$ cat src/rtl/y_arb_pkg.sv
// Shared types and default sizes for the column
// weighted round-robin arbiter.
package y_arb_pkg;

  localparam int Y_ARB_WIDTH = 8;
  localparam int Y_ARB_WGT_W = 2;

  typedef enum logic [1:0] {
    ST_IDLE,
    ST_ARB,
    ST_HOLD,
    ST_DONE
  } arb_state_e;

  typedef enum logic {
    ARB_RR    = 1'b0,
    ARB_FIXED = 1'b1
  } arb_mode_e;

endpackage

$ cat src/rtl/y_prio_pick.sv
// Lowest-index picker: one-hot grant, binary index, any.
// Ports: req_i in; gnt_o, idx_o, any_o out (combinational).
module y_prio_pick
  import y_arb_pkg::*;
#(
  parameter int WIDTH   = Y_ARB_WIDTH,
  parameter int Y_WIDTH = $clog2(WIDTH)
) (
  input  logic [WIDTH-1:0]   req_i,
  output logic [WIDTH-1:0]   gnt_o,
  output logic [Y_WIDTH-1:0] idx_o,
  output logic               any_o
);

  // Scan high to low so the lowest set bit wins.
  always_comb begin
    gnt_o = '0;
    idx_o = '0;
    for (int i = WIDTH - 1; i >= 0; i--) begin
      if (req_i[i]) begin
        gnt_o    = '0;
        gnt_o[i] = 1'b1;
        idx_o    = Y_WIDTH'(i);
      end
    end
  end

  assign any_o = |req_i;

endmodule

$ cat src/rtl/y_wrr_arbiter.sv
// Column arbiter: round-robin scan or fixed priority, with a
// valid/ready grant handshake and a one-cycle scan_done_o pulse.
// Ports: clk_i, reset_i (sync, active high), enable_i, req_i,
//   mode_i, weight_i, gnt_ready_i in; gnt_o, yadd_o,
//   gnt_valid_o, scan_done_o out (all registered).
// Macro Y_WRR_ARBITER_WEIGHT_EN: per-column burst credits
//   from weight_i; undefined = one transfer per grant.
module y_wrr_arbiter
  import y_arb_pkg::*;
#(
  parameter int WIDTH   = Y_ARB_WIDTH,
  parameter int Y_WIDTH = $clog2(WIDTH),
  parameter int WGT_W   = Y_ARB_WGT_W
) (
  input  logic                   clk_i,
  input  logic                   reset_i,
  input  logic                   enable_i,
  input  logic [WIDTH-1:0]       req_i,
  input  logic                   mode_i,
  input  logic [WIDTH*WGT_W-1:0] weight_i,
  output logic [WIDTH-1:0]       gnt_o,
  output logic [Y_WIDTH-1:0]     yadd_o,
  output logic                   gnt_valid_o,
  input  logic                   gnt_ready_i,
  output logic                   scan_done_o
);

  localparam logic [WIDTH-1:0] ONE = WIDTH'(1);

  arb_state_e         state;
  logic [WIDTH-1:0]   mask;
  logic [WIDTH-1:0]   cand;
  logic [WIDTH-1:0]   pick_gnt;
  logic [Y_WIDTH-1:0] pick_idx;
  logic               pick_any;
  logic [WIDTH-1:0]   mask_above;
  logic               more;
  logic               xfer;

  assign cand = (arb_mode_e'(mode_i) == ARB_FIXED) ?
                req_i : (req_i & mask);

  y_prio_pick #(
    .WIDTH   (WIDTH),
    .Y_WIDTH (Y_WIDTH)
  ) u_pick (
    .req_i (cand),
    .gnt_o (pick_gnt),
    .idx_o (pick_idx),
    .any_o (pick_any)
  );

  // Ones strictly above the one-hot grant; zero for the top column.
  assign mask_above = ~(gnt_o | (gnt_o - ONE));

  assign xfer = (state == ST_HOLD) && gnt_ready_i;

`ifdef Y_WRR_ARBITER_WEIGHT_EN
  logic [WGT_W-1:0] credit;
  logic [WGT_W-1:0] wgt_pick;
  logic [WGT_W-1:0] credit_load;

  assign wgt_pick    = weight_i[pick_idx*WGT_W +: WGT_W];
  assign credit_load = (wgt_pick == '0) ? WGT_W'(1) : wgt_pick;
  // Stay on the column only while it still asks for more.
  assign more = (credit > WGT_W'(1)) && req_i[yadd_o];

  always_ff @(posedge clk_i) begin
    if (reset_i || !enable_i) begin
      credit <= WGT_W'(1);
    end else if (state == ST_ARB && pick_any) begin
      credit <= credit_load;
    end else if (xfer) begin
      credit <= more ? (credit - WGT_W'(1)) : WGT_W'(1);
    end
  end
`else
  logic unused_weight;
  assign unused_weight = ^weight_i;
  assign more = 1'b0;
`endif

  // Dropping enable_i acts like reset and wins over a transfer.
  always_ff @(posedge clk_i) begin
    if (reset_i || !enable_i) begin
      state       <= ST_IDLE;
      mask        <= '1;
      gnt_o       <= '0;
      yadd_o      <= '0;
      gnt_valid_o <= 1'b0;
      scan_done_o <= 1'b0;
    end else begin
      unique case (state)
        ST_IDLE: begin
          scan_done_o <= 1'b0;
          state       <= ST_ARB;
        end
        ST_ARB: begin
          if (pick_any) begin
            gnt_o       <= pick_gnt;
            yadd_o      <= pick_idx;
            gnt_valid_o <= 1'b1;
            state       <= ST_HOLD;
          end else begin
            scan_done_o <= 1'b1;
            state       <= ST_DONE;
          end
        end
        ST_HOLD: begin
          if (xfer && !more) begin
            mask        <= mask_above;
            gnt_o       <= '0;
            yadd_o      <= '0;
            gnt_valid_o <= 1'b0;
            state       <= ST_ARB;
          end
        end
        ST_DONE: begin
          scan_done_o <= 1'b0;
          mask        <= '1;
          state       <= ST_IDLE;
        end
        default: state <= ST_IDLE;
      endcase
    end
  end

endmodule

$ cat config.mk
export PLATFORM = sky130hd
export DESIGN_NAME = y_wrr_arbiter
export DESIGN_NICKNAME = d
export VERILOG_FILES = /design/src/rtl/y_arb_pkg.sv /design/src/rtl/y_prio_pick.sv /design/src/rtl/y_wrr_arbiter.sv
export SDC_FILE = /design/constraint.sdc
export NUM_CORES = 1
export LEC_CHECK = 0
export CAP_MARGIN = 10
export CELL_PAD_IN_SITES_DETAIL_PLACEMENT = 2
export CELL_PAD_IN_SITES_GLOBAL_PLACEMENT = 2
export CORE_ASPECT_RATIO = 1.2
export CORE_UTILIZATION = 22
export DETAILED_ROUTE_END_ITERATION = 12
export MAX_ROUTING_LAYER = met4
export PLACE_DENSITY_LB_ADDON = 0.1
export SLEW_MARGIN = 20
export SYNTH_ARGS = -nofsm -noshare
export SYNTH_HDL_FRONTEND = slang
export SYNTH_SLANG_ARGS = --single-unit
$ cat constraint.sdc
create_clock -name clk_i -period 1.74 [get_ports clk_i]
set_input_delay 0.522 -clock clk_i [delete_from_list [all_inputs] [get_ports clk_i]]
set_output_delay 0.522 -clock clk_i [all_outputs]
set_load 0.01 [all_outputs]
==> results of run 1 <==
-- timing repair --
action	4_1_cts	5_1_grt
hold buffers	0	0
hold endpoints to repair	0	0
buffers inserted	8	4
cloned	1	0
resized for setup	50	17
pin swaps	13	12
setup endpoints to repair	18	20
-- cells in the final DEF (no fill, tap or decap), drive strengths merged, types with 4 or more instances in the layout --
cell            n
nand3           4
dlygate4sd2     5
nor2            8
dfxtp          23
nand2b          4
clkdlybuf4s50   6
a21oi           5
o21ai          13
dlymetal6s2s    6
buf            44
o2bb2ai         4
clkbuf          5
o311ai          6
nand2          20
a32o            4
-- layer usage --
metal / vias up / global-route usage (%)
met5: - / -
met4: 0 / 5.319
met3: 7 / 3.125
met2: 19 / 31.30
met1: 615 / 19.85
li1: 603 / -
-- kinds of logic (layout without fill, tap and decap cells) --
| family | Yosys count | after routing | synth area share (%) |
|---|---|---|---|
| buf+inv | 6 | 71 | 2.908 |
| compound gates | 44 | 44 | 28.19 |
| mux | 3 | 3 | 2.796 |
| flops | 23 | 23 | 41.16 |
| fa+ha+maj | 3 | 3 | 3.356 |
| simple gates | 47 | 47 | 21.59 |
-- metrics by stage --
step | util [%] | hold WS [ps] | cells
2_1_floorplan | - | 442.5 | 126
3_3_place_gp | 33.32 | 435.4 | 235
3_5_place_dp | 33.32 | 446.0 | 235
4_1_cts | 36.79 | 468.0 | 248
5_1_grt | 37.73 | 475.4 | 251
6_report | 37.73 | 465.1 | 251
-- state kept, by name, indices dropped and copies added, names as in the netlist --
signal / cells
state: 2
gnt_valid_o: 1
gnt_o: 8
yadd_o: 3
scan_done_o: 1
mask: 8
-- power by group through the flow --
stage	combinational (W)	sequential [W]	clock, W
2_1_floorplan	0.0000677	0.000550	0
3_3_place_gp	0.000154	0.000550	0
3_5_place_dp	0.000159	0.000550	0
4_1_cts	0.000182	0.000538	0.000363
5_1_grt	0.000200	0.000539	0.000388
6_report	0.000184	0.000537	0.000349
-- cell type report --
class,instances,area (sq um)
clock buffers,4,45.04
fillers,566,3054
inverters,3,11.26
multi-input cells,97,708.2
flip-flops and latches,23,467.9
well taps,60,75.07
repair buffers,64,543.0
-- path summary, 6_finish.rpt --
check                                    to  slack, ps
worst max register to register  gnt_valid_o         40
worst min register to register    yadd_o[0]        470
worst min-delay path              yadd_o[0]        470
worst max-delay path            gnt_valid_o         10
==> results.md, run 1 <==
| Result | Reported | Unit |
|---|---|---|
| Outcome | finished, final reports clean | - |
| Most area-hungry cell type in the Yosys netlist | sky130_fd_sc_hd__dfxtp_1 | - |
| CTS tree | built | - |
| Count of distinct cell types in the synthesized netlist | 34 | - |
| Cell internal power dissipation | 0.0007872 | W |
| Die Footprint | 0.005375 | sq mm |
| Flip-flop and latch count after synthesis | 23 | - |
| Power, Total | 0.001071 | W |
| DR vias | 1244 | - |
| Count of cells along the worst register-to-register path | 6 | - |
| Minimum period implied by the final worst setup slack | 1727 | ps |
| Vertical die dimension | 80.11 | um |
| Maximum capacitance violations | 0 | - |
| First-pass GRT wire length | 6.831 | mm |
| Initial core utilization | 22.81 | % |
| Static Leak | 0.9215 | nW |
| Post-layout worst setup margin | 12.73 | ps |
| Slowest stage cell, crit path | sky130_fd_sc_hd__nor4_4 | - |
| Summed negative setup slack over all endpoints | 0 | ps |
| Antenna cells | 0 | - |
| Most frequent cell after synthesis | sky130_fd_sc_hd__dfxtp_1 | - |
| 1st-pass router iterations | 4 | - |
| Detailed Route Iter0 Violations | 33 | - |
| Clock latency on the worst-skew pair | 270 | ps |
| Max incr delay on CP | 370 | ps |
| Area Growth Syn to Fin | 65.44 | % |
| Deepest level of the CTS H-tree | 1 | - |
| Part of the Yosys area used for sequential elements | 41.16 | % |
| Number of DRC violations after detailed routing | 0 | - |
| Number of global-route vias before repair | 1371 | - |
| Routability congestion estimate from global placement | 0.7315 | - |
| FF-to-FF Start | mask[7] | - |
| Post-Synthesis Net Count | 158 | - |
| CTS sink cnt | 23 | - |
| Fin. max-slew vios | 0 | - |
| Fraction of power consumed by sequential logic | 50.2 | % |
| Share of final-layout standard cells stronger than drive strength 1 | 40.31 | % |
| Number of antenna violations at the first check in global routing | 0 | - |
| Detail-routed net length per standard cell | 16.65 | um |
| Met2 Routed Length | 2.283 | mm |
| CP Launch Type | input port | - |
| Sum of buffers and inverters on the critical path | 3 | - |
| Transition time at the pin with the least slew margin | 363.4 | ps |
| Clock Root Buffer | sky130_fd_sc_hd__clkbuf_8 | - |
| Path length in cells of the critical path | 8 | - |
| Share of async-settable or async-resettable flops after synthesis | 0 | % |
| Synthesized area divided by synthesized cell count | 8.878 | sq um |
| Count of antenna-violating nets left after detailed routing | 0 | - |
| Die outline width | 67.09 | um |
| Net Sw Frac | 26.50 | % |
| Worst supply voltage drop on vdd | 0.0001911 | V |
| Area share of the largest cell type after synthesis | 41.16 | % |
| Worst-case clock buffer depth | 2 | - |
| Final wirelength | 4.178 | mm |
| Category of the critical setup timing path | in -> reg | - |
| Top metal layer carrying routed signals | met4 | - |
| Fin nets | 224 | - |
| Total Routing Usage GR | 17.71 | % |
| # IOs | 42 | - |
| Max-slew headroom at the worst pin | 75.55 | % |
| Pre-CTS worst setup slack | -687.0 | ps |
| Area of all placed cells without fillers | 0.001851 | sq mm |
| Placed wire-length estimate after detailed placement | 3.116 | mm |
| EDFF count, synth | 0 | - |
| Overall overflow remaining after global route | 0 | - |
| Unrepaired setup endpoints after global routing | true | - |
| Cell area after technology mapping | 0.001119 | sq mm |
| Ranking of synthesized cells by area | sky130_fd_sc_hd__dfxtp_1 41%, sky130_fd_sc_hd__nand2_1 6.7%, sky130_fd_sc_hd__o21ai_0 5.4% | - |
| Worst setup startpoint | mode_i | - |
| Core Region | 0.004905 | sq mm |
| Number of input and output port buffers inserted | 25 | - |
| P_sw | 0.0002838 | W |
| Skew final | 7.076 | ps |
| Area post-placement | 0.001634 | sq mm |
| Largest net degree at the start of global routing | 13 | - |
| CTS clock-pin slew for the worst setup and hold paths | 90 | ps |
| CTS buffer count | 3 | - |
| Clock share of power | 32.6 | % |
| Combinational group share of total power | 17.2 | % |
| Chain of cells forming the critical path | buf_2 > buf_6 > o21ai_2 > nand2_2 > nor4_4 > buf_4 > mux2_4 > a21oi_2 | - |
| Ys Warns | 0 | - |
| Met3 wire length | 118 | um |
| Hold Path Class | reg -> reg | - |
| Final-report hold violation count | 0 | - |
| Commonest cells in the netlist | 23 x sky130_fd_sc_hd__dfxtp_1, 20 x sky130_fd_sc_hd__nand2_1, 12 x sky130_fd_sc_hd__o21ai_0 | - |
| Length of routed wiring on met1 | 1.712 | mm |
| Hold Path Cell Cnt | 1 | - |
| Final setup violation count | 0 | - |
| Category of the worst setup path capture point | register | - |
| Ratio of final minimum period to clock period | 99.27 | % |
| Required time at the worst-slack endpoint | 1960 | ps |
| Count of mapped cells out of synthesis | 126 | - |
| P per Cell Area | 578.7 | mW/mm^2 |
| Min-Delay Startpoint | yadd_o[0] | - |
| Data arrival, critical path | 1940 | ps |
| Maximum achievable frequency | 578.9 | MHz |
| Site Rows | 28 | - |
| Worst-path fanout max | 5 | - |
| Per-cell via count in the routed design | 4.956 | - |
| Worst path top cell family by delay | simple AND/OR/NAND/NOR gates | - |
| Most used flip-flop cell after synthesis | sky130_fd_sc_hd__dfxtp_1 | - |
No activity file was read; power rests on OpenSTA's default activity.
==> inputs of run 2 (changes only) <==
--- a/config.mk
+++ b/config.mk
@@ -9,10 +9,11 @@
 export CELL_PAD_IN_SITES_DETAIL_PLACEMENT = 2
 export CELL_PAD_IN_SITES_GLOBAL_PLACEMENT = 2
 export CORE_ASPECT_RATIO = 1.2
-export CORE_UTILIZATION = 22
+export CORE_UTILIZATION = 24
 export DETAILED_ROUTE_END_ITERATION = 12
 export MAX_ROUTING_LAYER = met4
 export PLACE_DENSITY_LB_ADDON = 0.1
+export REMOVE_ABC_BUFFERS = 1
 export SLEW_MARGIN = 20
 export SYNTH_ARGS = -nofsm -noshare
 export SYNTH_HDL_FRONTEND = slang
==> constraint.sdc (replaced) <==
create_clock -name clk_i -period 1.8 [get_ports clk_i]
set_input_delay 0.54 -clock clk_i [delete_from_list [all_inputs] [get_ports clk_i]]
set_output_delay 0.54 -clock clk_i [all_outputs]
set_load 0.01 [all_outputs]
==> results.md, run 2 (synthesis gave the netlist of run 1 again) <==
| Result | Reported | Unit | Change |
|---|---|---|---|
| Largest registers | gnt_o: 8 flops, mask: 8 flops, yadd_o: 3 flops | - |  |
| Required time at the worst-slack endpoint | 2010 | ps | +50 ps |
| Static Leak | 0.7623 | nW | -17% |
| Area occupied by multi-input gates | 690.7 | sq um | -2.5% |
| # IOs | 42 | - | unchanged |
| Per-cell via count in the routed design | 5.154 | - | +4.0% |
| Critical Path Most Common Cell | sky130_fd_sc_hd__buf_4 | - |  |
| Clock Root Buffer | sky130_fd_sc_hd__clkbuf_8 | - |  |
| Antenna cells | 0 | - | unchanged |
| 1st-pass router iterations | 4 | - | unchanged |
| Worst-case clock buffer depth | 2 | - | unchanged |
| Clock latency on the worst-skew pair | 260 | ps | about the same |
| Overall overflow remaining after global route | 0 | - | unchanged |
| Hold Path Cell Cnt | 1 | - | unchanged |
| Hold Path Class | reg -> reg | - |  |
| Placed wire-length estimate after detailed placement | 3.262 | mm | +4.7% |
| Share of final-layout standard cells stronger than drive strength 1 | 36.76 | % | -3.6 points |
| Site Rows | 26 | - | -7.1% |
| Chain of cells forming the critical path | clkdlybuf4s50_1 > nor4bb_2 > buf_4 > nand3_2 > nor2_4 > buf_4 > a32o_2 | - |  |
| Fin nets | 218 | - | -2.7% |
| DR vias | 1242 | - | -0.16% |
| Count of antenna-violating nets left after detailed routing | 0 | - | unchanged |
| Capture point of the worst reg-to-reg path | gnt_o[6] | - |  |
| Fin. max-slew vios | 0 | - | unchanged |
| Minimum period implied by the final worst setup slack | 1764 | ps |  |
| FF-to-FF Start | state[0] | - |  |
| Worst supply voltage drop on vdd | 0.0001923 | V | +0.66% |
| Worst-path fanout max | 3 | - | -2 |
| Number of DRC violations after detailed routing | 0 | - | unchanged |
| Fill cell count | 506 | - | -11% |
| Deepest level of the CTS H-tree | 1 | - | unchanged |
| Number of global-route vias before repair | 1425 | - | +3.9% |
| CP Launch Type | input port | - |  |
| CTS sink cnt | 23 | - | unchanged |
| P per Cell Area | 581.0 | mW/mm^2 | +0.40% |
| Routability congestion estimate from global placement | 0.7650 | - | +4.6% |
| Number of input and output port buffers inserted | 25 | - | unchanged |
| Core Region | 0.004359 | sq mm | -11% |
| Final design utilization | 40.38 | % | +2.7 points |
| CTS tree | built | - |  |
| Worst path top cell family by delay | buffers and inverters | - |  |
| Largest net degree at the start of global routing | 13 | - | unchanged |
| Category of the worst setup path capture point | register | - |  |
| Category of the critical setup timing path | in -> reg | - |  |
| Area of all placed cells without fillers | 0.001760 | sq mm | -4.9% |
| Min-Delay Startpoint | yadd_o[0] | - |  |
| Max-slew headroom at the worst pin | 74.41 | % | -1.1 points |
| Final setup violation count | 0 | - | unchanged |
| Skew final | 2.218 | ps | -4.858 ps |
| Total Routing Usage GR | 18.39 | % | +0.69 points |
| Sum of buffers and inverters on the critical path | 3 | - | unchanged |
| FF-to-FF setup slack | 100 | ps | +60 ps |
| Area taken by flip-flops and latches | 466.7 | sq um | -0.27% |
| Detailed Route Iter0 Violations | 29 | - | -12% |
| Maximum achievable frequency | 566.8 | MHz |  |
| Max incr delay on CP | 450 | ps | +80 ps |
| Worst hold slack across all endpoints | 469.0 | ps | +3.953 ps |
| Final-report hold violation count | 0 | - | unchanged |
| Power, Total | 0.001023 | W | -4.5% |
| Commonest cells after routing, fill and taps aside | 31 x sky130_fd_sc_hd__buf_4, 19 x sky130_fd_sc_hd__nand2_1, 18 x sky130_fd_sc_hd__dfxtp_1 | - |  |
| Area post-placement | 0.001650 | sq mm | +1.0% |
| End point of the worst hold path | yadd_o[0] | - |  |
| CTS clock-pin slew for the worst setup and hold paths | 80 | ps | about the same |
| First-pass GRT wire length | 6.796 | mm | -0.51% |
| Die outline width | 64.32 | um | -4.1% |
| Initial core utilization | 25.66 | % | +2.9 points |
| Transition time at the pin with the least slew margin | 382.9 | ps | +19.47 ps |
| Outcome | finished, final reports clean | - |  |
| Count of cells along the worst register-to-register path | 8 | - | +2 |
| Ratio of final minimum period to clock period | 98.01 | % |  |
| Slowest stage cell, crit path | sky130_fd_sc_hd__clkdlybuf4s50_1 | - |  |
| Number of antenna violations at the first check in global routing | 0 | - | unchanged |
| Area Growth Syn to Fin | 57.38 | % |  |
| Maximum capacitance violations | 0 | - | unchanged |
| Most common cell after layout, fill and taps aside | sky130_fd_sc_hd__buf_4 | - |  |
| Data arrival, critical path | 1970 | ps | +30 ps |
| Final wirelength | 4.286 | mm | +2.6% |
| Die Footprint | 0.004939 | sq mm | -8.1% |
| Vertical die dimension | 76.79 | um | -4.2% |
| Detail-routed net length per standard cell | 17.78 | um | +6.8% |
| CTS buffer count | 3 | - | unchanged |
## run 2: metal layers
layer / track usage [%] / part of all wire [%] / vias up
met5: - / 0 / -
met4: 7.333 / 2.8 / 0
met3: 2.083 / 2.0 / 8
met2: 35.37 / 57 / 25
met1: 18.21 / 38 / 621
li1: - / - / 588
## run 2: repair_timing
action                                  4_1_cts  5_1_grt
hold buffers                                  0        0
setup buffers                                 1        1
resized for setup                            36       17
endpoints found under the setup margin       16       15
pin swaps                                    10       10
## run 2: layout make-up
| class | instances | share of cell area (%) |
|---|---|---|
| clock buffer | 4 | 2.559 |
| timing repair buffer | 58 | 27.08 |
| inverter | 3 | 0.6397 |
| tap | 56 | 3.980 |
| multi-input combinational | 97 | 39.23 |
| sequential | 23 | 26.51 |
## run 2: power by group
group | internal [W] | switching [W] | total [W]
sequential | 0.000514 | 0.00000607 | 0.000521
combinational | 0.0000852 | 0.0000871 | 0.000172
clock | 0.000158 | 0.000172 | 0.000330
## run 2: worst max-delay path by stage
stage             start           to  slack [ps]  depth (start not counted)
2_1_floorplan  req_i[1]  gnt_valid_o          30                          5
3_3_place_gp   req_i[1]     gnt_o[2]        -520                          7
3_5_place_dp     mode_i  gnt_valid_o        -580                          6
4_1_cts        gnt_o[4]     gnt_o[4]           4                          1
5_1_grt         reset_i     gnt_o[6]         -10                          7
6_report        reset_i     gnt_o[6]          40                          7
## run 2: stage by stage
step / TNS [ps] / instances / setup slack (ps)
4_1_cts: 0 / 240 / 3.886
3_5_place_dp: -8115 / 235 / -577.5
2_1_floorplan: 0 / 123 / 31.54
6_report: 0 / 241 / 35.85
5_1_grt: -21.12 / 241 / -14.53
3_3_place_gp: -7051 / 235 / -520.0
## run 2: worst register-to-register path: stages (launching register included)
cell                       delay, ps
sky130_fd_sc_hd__dfxtp_2         370
sky130_fd_sc_hd__inv_1            50
sky130_fd_sc_hd__ha_1            230
sky130_fd_sc_hd__nor4bb_2        280
sky130_fd_sc_hd__buf_4           170
sky130_fd_sc_hd__nand3_2         110
sky130_fd_sc_hd__nor2_4          150
sky130_fd_sc_hd__buf_4           130
sky130_fd_sc_hd__a32o_2          150
==> inputs of run 3 (changes only) <==
--- a/config.mk
+++ b/config.mk
@@ -5,6 +5,7 @@
 export SDC_FILE = /design/constraint.sdc
 export NUM_CORES = 1
 export LEC_CHECK = 0
+export ABC_CLOCK_PERIOD_IN_PS = 1900
 export CAP_MARGIN = 10
 export CELL_PAD_IN_SITES_DETAIL_PLACEMENT = 2
 export CELL_PAD_IN_SITES_GLOBAL_PLACEMENT = 2
==> constraint.sdc (replaced) <==
create_clock -name clk_i -period 1.9 [get_ports clk_i]
set_input_delay 0.57 -clock clk_i [delete_from_list [all_inputs] [get_ports clk_i]]
set_output_delay 0.57 -clock clk_i [all_outputs]
set_load 0.01 [all_outputs]
==> results.md, run 3 (synthesis gave the netlist of run 1 again) <==
| Result | Reported | Unit | Change |
|---|---|---|---|
| Commonest cells after routing, fill and taps aside | 30 x sky130_fd_sc_hd__buf_4, 21 x sky130_fd_sc_hd__dfxtp_1, 19 x sky130_fd_sc_hd__nand2_1 | - |  |
| Detail-routed net length per standard cell | 17.18 | um | -3.4% |
| Outcome | finished, final reports clean | - |  |
| Worst supply voltage drop on vdd | 0.0002118 | V | +10% |
| Final-report hold violation count | 0 | - | unchanged |
| Per-cell via count in the routed design | 5.067 | - | -1.7% |
| Number of input and output port buffers inserted | 25 | - | unchanged |
| Slowest stage cell, crit path | sky130_fd_sc_hd__mux2_2 | - |  |
| CTS tree | built | - |  |
| Most common cell after layout, fill and taps aside | sky130_fd_sc_hd__buf_4 | - |  |
| Count of antenna-violating nets left after detailed routing | 0 | - | unchanged |
| P_sw | 0.0002536 | W | -4.4% |
| Clock share of power | 32.8 | % | +0.5 points |
| Count of cells along the worst register-to-register path | 7 | - | -1 |
| CTS buffer count | 3 | - | unchanged |
| Total Routing Usage GR | 18.00 | % | -0.39 points |
| Capture point of the worst reg-to-reg path | gnt_o[5] | - |  |
| Transition time at the pin with the least slew margin | 558.5 | ps | +175.6 ps |
| Met2 Routed Length | 2.270 | mm | -7.5% |
| Antenna cells | 0 | - | unchanged |
| Hold Path Cell Cnt | 2 | - | +1 |
| Overall overflow remaining after global route | 0 | - | unchanged |
| Unrepaired setup endpoints after global routing | false | - |  |
| Power, Total | 0.0009707 | W | -5.1% |
| Site Rows | 26 | - | unchanged |
| Ratio of final minimum period to clock period | 97.17 | % |  |
| Fin nets | 217 | - | -0.46% |
| Length of routed wiring on met1 | 1.688 | mm | +3.9% |
| CTS clock-pin slew for the worst setup and hold paths | 80 | ps | about the same |
| Worst-path fanout max | 4 | - | +1 |
| FF-to-FF setup slack | 150 | ps | +50 ps |
| Met3 wire length | 86 | um | unchanged |
| Worst-case clock buffer depth | 2 | - | unchanged |
| Category of the critical setup timing path | in -> reg | - |  |
| CP Launch Type | input port | - |  |
| Data arrival, critical path | 2060 | ps | +90 ps |
| Static Leak | 0.7589 | nW | -0.45% |
| Clock Root Buffer | sky130_fd_sc_hd__clkbuf_8 | - |  |
| Clock latency on the worst-skew pair | 270 | ps | about the same |
| Final setup violation count | 0 | - | unchanged |
| DR vias | 1216 | - | -2.1% |
| Net Sw Frac | 26.13 | % | +0.20 points |
| Largest registers | gnt_o: 8 flops, mask: 8 flops, yadd_o: 3 flops | - |  |
| Combinational group share of total power | 16.5 | % | -0.3 points |
| Core Region | 0.004359 | sq mm | unchanged |
| Maximum achievable frequency | 541.6 | MHz |  |
| P per Cell Area | 553.8 | mW/mm^2 | -4.7% |
| Max-slew headroom at the worst pin | 62.43 | % | -12 points |
| # IOs | 42 | - | unchanged |
| Number of antenna violations at the first check in global routing | 0 | - | unchanged |
| End point of the worst hold path | gnt_valid_o | - |  |
| Skew final | 2.746 | ps | +0.5285 ps |
| Chain of cells forming the critical path | dlygate4sd2_1 > a22oi_2 > nand2_2 > nor4_4 > buf_4 > mux2_2 > a21oi_1 | - |  |
| Deepest level of the CTS H-tree | 1 | - | unchanged |
| Initial core utilization | 25.66 | % | unchanged |
| Vertical die dimension | 76.79 | um | unchanged |
| Die outline width | 64.32 | um | unchanged |
| First-pass GRT wire length | 6.568 | mm | -3.4% |
| CTS sink cnt | 23 | - | unchanged |
| Placed wire-length estimate after detailed placement | 3.162 | mm | -3.1% |
| Area Growth Syn to Fin | 56.71 | % |  |
| Area occupied by multi-input gates | 679.4 | sq um | -1.6% |
| Maximum capacitance violations | 0 | - | unchanged |
| Cell internal power dissipation | 0.0007171 | W | -5.4% |
| Area taken by flip-flops and latches | 462.9 | sq um | -0.80% |
| Final design utilization | 40.21 | % | -0.17 points |
| Largest net degree at the start of global routing | 13 | - | unchanged |
| FF-to-FF Start | state[0] | - |  |
| Fraction of power consumed by sequential logic | 50.7 | % | -0.2 points |
| Fill cell count | 509 | - | +0.59% |
| Required time at the worst-slack endpoint | 2110 | ps | +100 ps |
| Die Footprint | 0.004939 | sq mm | unchanged |
| Final wirelength | 4.123 | mm | -3.8% |
| Max incr delay on CP | 330 | ps | -120 ps |
| Number of DRC violations after detailed routing | 0 | - | unchanged |
| Detailed Route Iter0 Violations | 54 | - | +86% |
| Summed negative setup slack over all endpoints | 0 | ps | unchanged |
| Min-Delay Startpoint | gnt_valid_o | - |  |
| Post-layout worst setup margin | 53.75 | ps | +17.89 ps |
| 1st-pass router iterations | 3 | - | -1 |
| Routability congestion estimate from global placement | 0.7708 | - | +0.76% |
| Top metal layer carrying routed signals | met4 | - |  |
| Number of global-route vias before repair | 1339 | - | -6.0% |
| Fin. max-slew vios | 0 | - | unchanged |
| Minimum period implied by the final worst setup slack | 1846 | ps |  |
| Category of the worst setup path capture point | register | - |  |
| Pre-CTS worst setup slack | -533.5 | ps | +43.98 ps |
| Number of buffers added to fix hold violations after cts | 0 | - | unchanged |
| Share of final-layout standard cells stronger than drive strength 1 | 30.43 | % | -6.3 points |
| Hold Path Class | reg -> reg | - |  |
-- run 3: timing repair --
item                                    in CTS  in global routing
gates resized for setup                     19                 13
endpoints found under the setup margin      14                 15
gates cloned                                 0                  0
endpoints found under the hold margin        0                  0
setup buffers                                3                  0
pin swaps                                    6                  7
-- run 3: layout make-up --
cell class | instances | share of cell area (%)
flip-flops and latches | 23 | 26.41
multi-input cells | 97 | 38.76
inverters | 3 | 0.6424
well taps | 56 | 3.997
clock buffers | 4 | 2.570
repair buffers | 57 | 27.62
-- run 3: how the worst max path moves through the flow --
stage / startpoint / slack, ps / cells past startpoint / end
finish: req_i[1] / 50 / 7 / gnt_valid_o
global route: req_i[7] / 9 / 7 / gnt_valid_o
CTS: enable_i / 1 / 7 / yadd_o[2]
detailed placement: mode_i / -530 / 6 / gnt_valid_o
global placement: mode_i / -490 / 7 / gnt_o[2]
floorplan: req_i[1] / 100 / 5 / gnt_valid_o
-- run 3: per-layer routing --
metal	GRT usage [%]	up-vias
met5	-	-
met4	6.000	0
met3	1.488	7
met2	34.21	23
met1	19.00	597
li1	-	589
-- run 3: power groups by stage --
stage	combinational [W]	sequential, W	clock, W
3_5_place_dp	0.000152	0.000504	0
5_1_grt	0.000174	0.000494	0.000355
6_report	0.000160	0.000492	0.000319
4_1_cts	0.000154	0.000493	0.000329
3_3_place_gp	0.000145	0.000503	0
2_1_floorplan	0.0000552	0.000503	0
-- run 3: worst max-delay path, delay by kind of cell --
family / cells / cell delay [ps]
compound gates: 2 / 340
mux: 1 / 330
simple gates: 2 / 360
buf+inv: 2 / 460
-- run 3: through the flow --
stage / cells / hold slack, ps / instance area (sq um)
2_1_floorplan: 123 / 432.0 / 1097
3_3_place_gp: 233 / 439.6 / 1635
3_5_place_dp: 233 / 451.1 / 1635
4_1_cts: 240 / 474.8 / 1717
5_1_grt: 240 / 493.6 / 1753
6_report: 240 / 473.3 / 1753
